## src/rtl/ssd1306_spi_receiver.sv

```systemverilog
// ssd1306_spi_receiver
// SPI-slave model of the SSD1306 controller side of the 4-wire display bus.
// Assembles SPI mode-0 bytes, decodes the command stream (addressing mode,
// column/page windows, display on/off) and turns data bytes into one-cycle
// write strobes into an external 128x64 frame RAM at address {page, col}.
// Optional macro SSD1306_RX_CMD_TRACE_EN adds o_Cmd_DV / o_Cmd_Byte, which
// present every received command-stream byte at the same latency as o_Wr_En.

module ssd1306_spi_receiver #(
    parameter int COLS  = 128,
    parameter int PAGES = 8
) (
    input  logic       i_Clk,
    input  logic       i_Rst_L,
    input  logic       i_SPI_Clk,
    input  logic       i_SPI_MOSI,
    input  logic       i_SPI_CS_n,
    input  logic       i_DC,
    output logic       o_Wr_En,
    output logic [9:0] o_Wr_Addr,
    output logic [7:0] o_Wr_Data,
    output logic       o_Display_On,
`ifdef SSD1306_RX_CMD_TRACE_EN
    output logic       o_Cmd_DV,
    output logic [7:0] o_Cmd_Byte,
`endif
    output logic       o_Frame_Done
);

    localparam int CW = $clog2(COLS);
    localparam int PW = $clog2(PAGES);

    localparam logic [CW-1:0] COL_ONE  = CW'(1);
    localparam logic [PW-1:0] PAGE_ONE = PW'(1);
    localparam logic [CW-1:0] COL_LAST = CW'(COLS - 1);
    localparam logic [PW-1:0] PAGE_LAST = PW'(PAGES - 1);

    typedef enum logic [1:0] {
        ST_IDLE,
        ST_ARG1,
        ST_ARG2,
        ST_SKIP
    } state_t;

    // ------------------------------------------------------------------
    // Input synchronisers and SCLK rise detection
    // ------------------------------------------------------------------
    logic [1:0] sclk_sync_reg;
    logic [1:0] mosi_sync_reg;
    logic [1:0] cs_sync_reg;
    logic [1:0] dc_sync_reg;
    logic       sclk_prev_reg;
    logic       sclk_rise;

    // Two-flop synchronisers for every SPI pin plus a delayed SCLK copy.
    always_ff @(posedge i_Clk or negedge i_Rst_L) begin
        if (!i_Rst_L) begin
            sclk_sync_reg <= 2'b00;
            mosi_sync_reg <= 2'b00;
            cs_sync_reg   <= 2'b11;
            dc_sync_reg   <= 2'b00;
            sclk_prev_reg <= 1'b0;
        end else begin
            sclk_sync_reg <= {sclk_sync_reg[0], i_SPI_Clk};
            mosi_sync_reg <= {mosi_sync_reg[0], i_SPI_MOSI};
            cs_sync_reg   <= {cs_sync_reg[0], i_SPI_CS_n};
            dc_sync_reg   <= {dc_sync_reg[0], i_DC};
            sclk_prev_reg <= sclk_sync_reg[1];
        end
    end

    assign sclk_rise = sclk_sync_reg[1] & ~sclk_prev_reg;

    // ------------------------------------------------------------------
    // Byte assembly
    // ------------------------------------------------------------------
    logic [2:0] bit_cnt_reg;
    logic [6:0] shift_reg;
    logic [7:0] byte_reg;
    logic       byte_dc_reg;
    logic       byte_dv_reg;

    // Shift MOSI in MSB first; CS high throws away a partial byte.
    always_ff @(posedge i_Clk or negedge i_Rst_L) begin
        if (!i_Rst_L) begin
            bit_cnt_reg <= 3'd0;
            shift_reg   <= 7'd0;
            byte_reg    <= 8'd0;
            byte_dc_reg <= 1'b0;
            byte_dv_reg <= 1'b0;
        end else begin
            byte_dv_reg <= 1'b0;
            if (cs_sync_reg[1]) begin
                bit_cnt_reg <= 3'd0;
            end else if (sclk_rise) begin
                shift_reg <= {shift_reg[5:0], mosi_sync_reg[1]};
                if (bit_cnt_reg == 3'd7) begin
                    byte_reg    <= {shift_reg, mosi_sync_reg[1]};
                    byte_dc_reg <= dc_sync_reg[1];
                    byte_dv_reg <= 1'b1;
                    bit_cnt_reg <= 3'd0;
                end else begin
                    bit_cnt_reg <= bit_cnt_reg + 3'd1;
                end
            end
        end
    end

    // ------------------------------------------------------------------
    // Command parser and write pointer
    // ------------------------------------------------------------------
    state_t          state_reg, state_next;
    logic [7:0]      op_reg, op_next;
    logic [6:0]      arg1_reg, arg1_next;
    logic [2:0]      skip_cnt_reg, skip_cnt_next;
    logic [1:0]      mode_reg, mode_next;
    logic [CW-1:0]   col_start_reg, col_start_next;
    logic [CW-1:0]   col_end_reg, col_end_next;
    logic [PW-1:0]   page_start_reg, page_start_next;
    logic [PW-1:0]   page_end_reg, page_end_next;
    logic [CW-1:0]   col_reg, col_next;
    logic [PW-1:0]   page_reg, page_next;
    logic            display_on_reg, display_on_next;
    logic            wr_en_reg, wr_en_next;
    logic [9:0]      wr_addr_reg, wr_addr_next;
    logic [7:0]      wr_data_reg, wr_data_next;
    logic            frame_done_reg, frame_done_next;

    // Parser state and every piece of register state it owns.
    always_ff @(posedge i_Clk or negedge i_Rst_L) begin
        if (!i_Rst_L) begin
            state_reg      <= ST_IDLE;
            op_reg         <= 8'd0;
            arg1_reg       <= 7'd0;
            skip_cnt_reg   <= 3'd0;
            mode_reg       <= 2'b00;
            col_start_reg  <= '0;
            col_end_reg    <= COL_LAST;
            page_start_reg <= '0;
            page_end_reg   <= PAGE_LAST;
            col_reg        <= '0;
            page_reg       <= '0;
            display_on_reg <= 1'b0;
            wr_en_reg      <= 1'b0;
            wr_addr_reg    <= 10'd0;
            wr_data_reg    <= 8'd0;
            frame_done_reg <= 1'b0;
        end else begin
            state_reg      <= state_next;
            op_reg         <= op_next;
            arg1_reg       <= arg1_next;
            skip_cnt_reg   <= skip_cnt_next;
            mode_reg       <= mode_next;
            col_start_reg  <= col_start_next;
            col_end_reg    <= col_end_next;
            page_start_reg <= page_start_next;
            page_end_reg   <= page_end_next;
            col_reg        <= col_next;
            page_reg       <= page_next;
            display_on_reg <= display_on_next;
            wr_en_reg      <= wr_en_next;
            wr_addr_reg    <= wr_addr_next;
            wr_data_reg    <= wr_data_next;
            frame_done_reg <= frame_done_next;
        end
    end

    // Decode each completed byte: data writes and advances, commands steer the FSM.
    always_comb begin
        state_next      = state_reg;
        op_next         = op_reg;
        arg1_next       = arg1_reg;
        skip_cnt_next   = skip_cnt_reg;
        mode_next       = mode_reg;
        col_start_next  = col_start_reg;
        col_end_next    = col_end_reg;
        page_start_next = page_start_reg;
        page_end_next   = page_end_reg;
        col_next        = col_reg;
        page_next       = page_reg;
        display_on_next = display_on_reg;
        wr_en_next      = 1'b0;
        wr_addr_next    = wr_addr_reg;
        wr_data_next    = wr_data_reg;
        frame_done_next = 1'b0;

        if (byte_dv_reg) begin
            if (byte_dc_reg) begin
                // Data always wins: abandon any pending parameters and write.
                state_next   = ST_IDLE;
                wr_en_next   = 1'b1;
                wr_addr_next = {page_reg, col_reg};
                wr_data_next = byte_reg;
                case (mode_reg)
                    2'b01: begin
                        if (page_reg == page_end_reg) begin
                            page_next = page_start_reg;
                            if (col_reg == col_end_reg) begin
                                col_next        = col_start_reg;
                                frame_done_next = 1'b1;
                            end else begin
                                col_next = col_reg + COL_ONE;
                            end
                        end else begin
                            page_next = page_reg + PAGE_ONE;
                        end
                    end
                    2'b10: begin
                        col_next = col_reg + COL_ONE;
                    end
                    default: begin
                        if (col_reg == col_end_reg) begin
                            col_next = col_start_reg;
                            if (page_reg == page_end_reg) begin
                                page_next       = page_start_reg;
                                frame_done_next = 1'b1;
                            end else begin
                                page_next = page_reg + PAGE_ONE;
                            end
                        end else begin
                            col_next = col_reg + COL_ONE;
                        end
                    end
                endcase
            end else begin
                case (state_reg)
                    ST_IDLE: begin
                        op_next = byte_reg;
                        if (byte_reg[7:4] == 4'h0) begin
                            col_next[3:0] = byte_reg[3:0];
                        end else if (byte_reg[7:3] == 5'b00010) begin
                            col_next[6:4] = byte_reg[2:0];
                        end else if (byte_reg[7:3] == 5'b10110) begin
                            page_next = byte_reg[2:0];
                        end else begin
                            case (byte_reg)
                                8'h20, 8'h21, 8'h22: state_next = ST_ARG1;
                                8'hAE: display_on_next = 1'b0;
                                8'hAF: display_on_next = 1'b1;
                                8'h81, 8'h8D, 8'hA8, 8'hD3,
                                8'hD5, 8'hD9, 8'hDA, 8'hDB: begin
                                    skip_cnt_next = 3'd1;
                                    state_next    = ST_SKIP;
                                end
                                8'hA3: begin
                                    skip_cnt_next = 3'd2;
                                    state_next    = ST_SKIP;
                                end
                                8'h29, 8'h2A: begin
                                    skip_cnt_next = 3'd5;
                                    state_next    = ST_SKIP;
                                end
                                8'h26, 8'h27: begin
                                    skip_cnt_next = 3'd6;
                                    state_next    = ST_SKIP;
                                end
                                default: ;
                            endcase
                        end
                    end
                    ST_ARG1: begin
                        if (op_reg == 8'h20) begin
                            // Mode 11 is reserved; fall back to horizontal.
                            mode_next  = (byte_reg[1:0] == 2'b11) ? 2'b00 : byte_reg[1:0];
                            state_next = ST_IDLE;
                        end else begin
                            arg1_next  = byte_reg[6:0];
                            state_next = ST_ARG2;
                        end
                    end
                    ST_ARG2: begin
                        if (op_reg == 8'h21) begin
                            col_start_next = arg1_reg;
                            col_end_next   = byte_reg[6:0];
                            col_next       = arg1_reg;
                        end else begin
                            page_start_next = arg1_reg[2:0];
                            page_end_next   = byte_reg[2:0];
                            page_next       = arg1_reg[2:0];
                        end
                        state_next = ST_IDLE;
                    end
                    default: begin
                        if (skip_cnt_reg <= 3'd1) begin
                            state_next = ST_IDLE;
                        end
                        skip_cnt_next = skip_cnt_reg - 3'd1;
                    end
                endcase
            end
        end
    end

    assign o_Wr_En      = wr_en_reg;
    assign o_Wr_Addr    = wr_addr_reg;
    assign o_Wr_Data    = wr_data_reg;
    assign o_Display_On = display_on_reg;
    assign o_Frame_Done = frame_done_reg;

`ifdef SSD1306_RX_CMD_TRACE_EN
    logic       cmd_dv_reg;
    logic [7:0] cmd_byte_reg;

    // Mirror every command-stream byte, aligned with the write strobe timing.
    always_ff @(posedge i_Clk or negedge i_Rst_L) begin
        if (!i_Rst_L) begin
            cmd_dv_reg   <= 1'b0;
            cmd_byte_reg <= 8'd0;
        end else begin
            cmd_dv_reg <= byte_dv_reg & ~byte_dc_reg;
            if (byte_dv_reg && !byte_dc_reg) begin
                cmd_byte_reg <= byte_reg;
            end
        end
    end

    assign o_Cmd_DV   = cmd_dv_reg;
    assign o_Cmd_Byte = cmd_byte_reg;
`endif

endmodule

```

## config.mk

```make
export PLATFORM = sky130hd
export DESIGN_NAME = ssd1306_spi_receiver
export DESIGN_NICKNAME = d
export VERILOG_FILES = /design/src/rtl/ssd1306_spi_receiver.sv
export SDC_FILE = /design/constraint.sdc
export NUM_CORES = 1
export LEC_CHECK = 0
export CAP_MARGIN = 20
export CORE_MARGIN = 5
export CORE_UTILIZATION = 55
export CTS_CLUSTER_SIZE = 25
export DETAILED_ROUTE_END_ITERATION = 6
export DONT_BUFFER_PORTS = 1
export GPL_ROUTABILITY_DRIVEN = 0
export PLACE_DENSITY = 0.7
export SLEW_MARGIN = 20
export SYNTH_ARGS = -nofsm -noshare
export SYNTH_HDL_FRONTEND = slang
export SYNTH_SLANG_ARGS = --single-unit
```

## constraint.sdc

```tcl
create_clock -name i_Clk -period 3.9 [get_ports i_Clk]
set_input_delay 0.78 -clock i_Clk [delete_from_list [all_inputs] [get_ports i_Clk]]
set_output_delay 0.78 -clock i_Clk [all_outputs]
set_load 0.01 [all_outputs]
```

==> reports/qor.csv <==
stage,metric,value,unit
sta,hold slack final,0.0980,ns
global_route,largest net degree at the start of global routing,103,
setup_path,Top delay family on crit path,compound AO/OA/AOI/OAI gates,
global_route,antenna violations before repair,0,
floorplan,die width,105,microns
sta,final setup fails,0,
setup_path,worst endpoint required time,4.16,ns
clocking,CTS buffer count,9,
cells_and_area,layout cell share with drive strength beyond 1,0.276,
cells_and_area,Area Growth Syn to Fin,4.84,%
sta,Fin Setup TNS,0,ns
pwr,Final Power,0.00183,W
clocking,Clock Tree Root,clkbuf_8,
clocking,clk slew on worst S/H paths,0.09,ns
setup_path,critical-path cell list,"inv_1, ha_1, nor2b_1, a21bo_1, o2111ai_1, or2_1, a221o_1",
hold_path,hold crit path type,input port to asynchronous set/reset pin,
clocking,Skew-Pair Late Insertion Delay,0.37,ns
clocking,CTS tree,built,
routing,drt total wl,9660,microns
setup_path,crit path kind,flop to flop,
cells_and_area,Fill cells,710,
clocking,hold_buf cts,0,
global_route,first-pass GRT wire length,16600,microns
floorplan,Initial Util,0.566,
global_route,vias in the first global route,3102,
yosys,Post-Syn Area,4940,sq um
setup_path,Worst setup startpoint,state_reg[0],
setup_path,Worst Path Arrival,2.72,ns
setup_path,crit end category,flop,
global_route,Total GRT Usage,0.187,
yosys,largest area contributor in the netlist,dfrtp_1,
yosys,number of distinct library cells after synthesis,63,
setup_path,Buf/Inv on CP,1,
sta,actual slew at the worst max-slew pin,0.963,ns
yosys,most frequent cell after synthesis,dfrtp_1,
yosys,"Seq/Total Area, Yosys",0.520,
routing,DR pass1 iterations,4,
setup_path,largest stage delay on the critical path,0.43,ns
clocking,CTS Sinks,102,
global_route,total gr overflow,0,
yosys,Yosys warning total,0,
clocking,CTS max path bufs,2,
cells_and_area,register area,2570,sq um
routing,via count,3108,
yosys,share of Yosys cell area claimed by the top area cell type,0.456,
clocking,setup repair bufs after CTS,0,
cells_and_area,"Net count, final",412,
yosys,"flops & latches, synth",102,
setup_path,reg2reg setup slack,1.43,ns
cells_and_area,Largest register FFs,10,
sta,Final min period,2.47,ns
setup_path,"Max FO, Critical Path",12,
routing,Final ANT Viol Nets,0,
sta,max-slew violation count,0,
setup_path,Crit-path slowest cell,dfrtp_1,
clocking,Resize count post-CTS,0,
floorplan,full die area,11000,sq um
pwr,Pwr Density,353,nW/um^2
run_status,status,finished clean,
yosys,syn_nets,423,
floorplan,Site Rows,34,
floorplan,Core Region,8720,sq um
setup_path,FF-to-FF End,col_reg[0],
cells_and_area,Antenna diodes,0,
floorplan,I/O pins,27,
yosys,Post-synth EDFFs,0,
floorplan,Die Y-Extent,105,microns
setup_path,R2R depth,7,
yosys,fraction of registers with async set/reset,1.00,
sta,RSZ-0062 raised after global routing,false,
yosys,main flop type after synthesis,dfrtp_1,
setup_path,Startpoint Class,flop,
sta,Highest Clock Rate,0.405,GHz
routing,via-per-instance ratio,6.09,
pwr,Peak VDD IR,0.254,mV
place,IO buf count,0,
setup_path,worst r2r src,state_reg[0],
place,hpwl dp,6530,microns
yosys,Mean Syn Cell Area,12.1,sq um
routing,First DRT Iteration DRCs,193,
routing,DRC Markers,0,
clocking,H-tree levels,3,
yosys,"top cells by count, synth","dfrtp_1 (90), mux2_2 (70), nand2_1 (23), nor2_1 (17)",
yosys,Syn Inst Count,408,
run,Max-Cap Viols,0,
cells_and_area,final core occ,0.593,
pwr,leakage power,2.33,nW
cells_and_area,Multi-input gate area,2220,sq um
sta,final hold vios,0,
sta,max_slew headroom,0.358,
sta,Setup Skew,0.00890,ns
routing,wire per inst,18.9,microns
yosys,Synth area leaders,"dfrtp_1 (46%), mux2_2 (16%), dfstp_2 (6.4%)",
sta,fin crit share,0.632,
==> report_power, final <==
group,leakage [nW],internal (W),switching [W]
logic,0.872,0.0000248,0.0000100
registers,1.35,0.00109,0.0000212
clock network,0.107,0.000319,0.000360
total,2.33,0.00144,0.000391
==> worst max-delay path by stage <==
stage               slack (ns)  depth (start not counted)          endpoint
finish                    1.43                          7        col_reg[0]
global route              1.21                          5        col_reg[4]
CTS                       1.44                          7        col_reg[0]
detailed placement        1.46                          7        col_reg[0]
global placement          1.52                          3  col_start_reg[1]
floorplan                 1.92                          7      o_Display_On
==> worst register-to-register path, delay by kind of cell, from the launching register on <==
family                     cells  cell delay, ns
adders and majority gates      1            0.37
DFF                            1            0.43
and+or+nand+nor                2            0.59
buffers and inverters          1            0.11
AOI/OAI and AO/OA              3            0.85
==> routing by layer <==
metal | vias to the layer above | share of wire | global-route usage
li1 | 1463 | - | -
met1 | 1559 | 0.47 | 0.263
met2 | 66 | 0.47 | 0.283
met3 | 20 | 0.045 | 0.0456
met4 | 0 | 0.019 | 0.0658
met5 | - | 0 | 0
==> cell families after synthesis <==
group,count (synthesis),share of synthesized area
AO/OA/AOI/OAI,68,0.0981
buffers and inverters,34,0.0309
adder cells (fa/ha/maj),9,0.0228
multiplexers,79,0.179
flip-flops,102,0.520
AND/OR/NAND/NOR,99,0.119
XOR/XNOR,17,0.0302
==> through the flow <==
step | instance area [sq um] | cells | setup WS, ns
after global placement | 4970 | 494 | 1.52
after detailed placement | 4970 | 494 | 1.46
after floorplan | 4940 | 408 | 1.92
after global routing | 5170 | 510 | 1.21
final | 5170 | 510 | 1.43
after CTS | 5170 | 510 | 1.44
==> placed cells by master, fill, tap and decap left out, types with 3 or more instances in the layout <==
| master | Yosys | final |
|---|---|---|
| nor3_1 | 5 | 5 |
| o211ai_1 | 5 | 5 |
| o31ai_1 | 4 | 4 |
| o21ai_0 | 14 | 14 |
| o311ai_1 | 3 | 3 |
| dfrtp_1 | 90 | 90 |
| dfstp_2 | 12 | 12 |
| nor3b_1 | 4 | 4 |
| nor2b_1 | 7 | 7 |
| a21oi_1 | 14 | 14 |
| clkbuf_8 | 0 | 10 |
| ha_1 | 9 | 9 |
| mux2i_1 | 8 | 8 |
| o221ai_1 | 3 | 3 |
| inv_1 | 10 | 10 |
| mux2_2 | 70 | 70 |
| nor4_1 | 6 | 6 |
| a211oi_1 | 4 | 4 |
| nor2_1 | 17 | 17 |
| clkinv_4 | 0 | 3 |
| xnor2_1 | 12 | 12 |
| nand3_1 | 7 | 7 |
| nand2_1 | 23 | 23 |
| xor2_1 | 5 | 5 |
| and3_1 | 3 | 3 |
| nand2b_1 | 7 | 7 |
==> cell type report <==
cell class | instances | share of cell area
repair buffers | 1 | 0.00145
flip-flops and latches | 102 | 0.496
well taps | 108 | 0.0261
clock inverters | 6 | 0.0135
multi-input cells | 272 | 0.428
inverters | 11 | 0.00798
clock buffers | 10 | 0.0266
(Power assumes the default switching activity.)
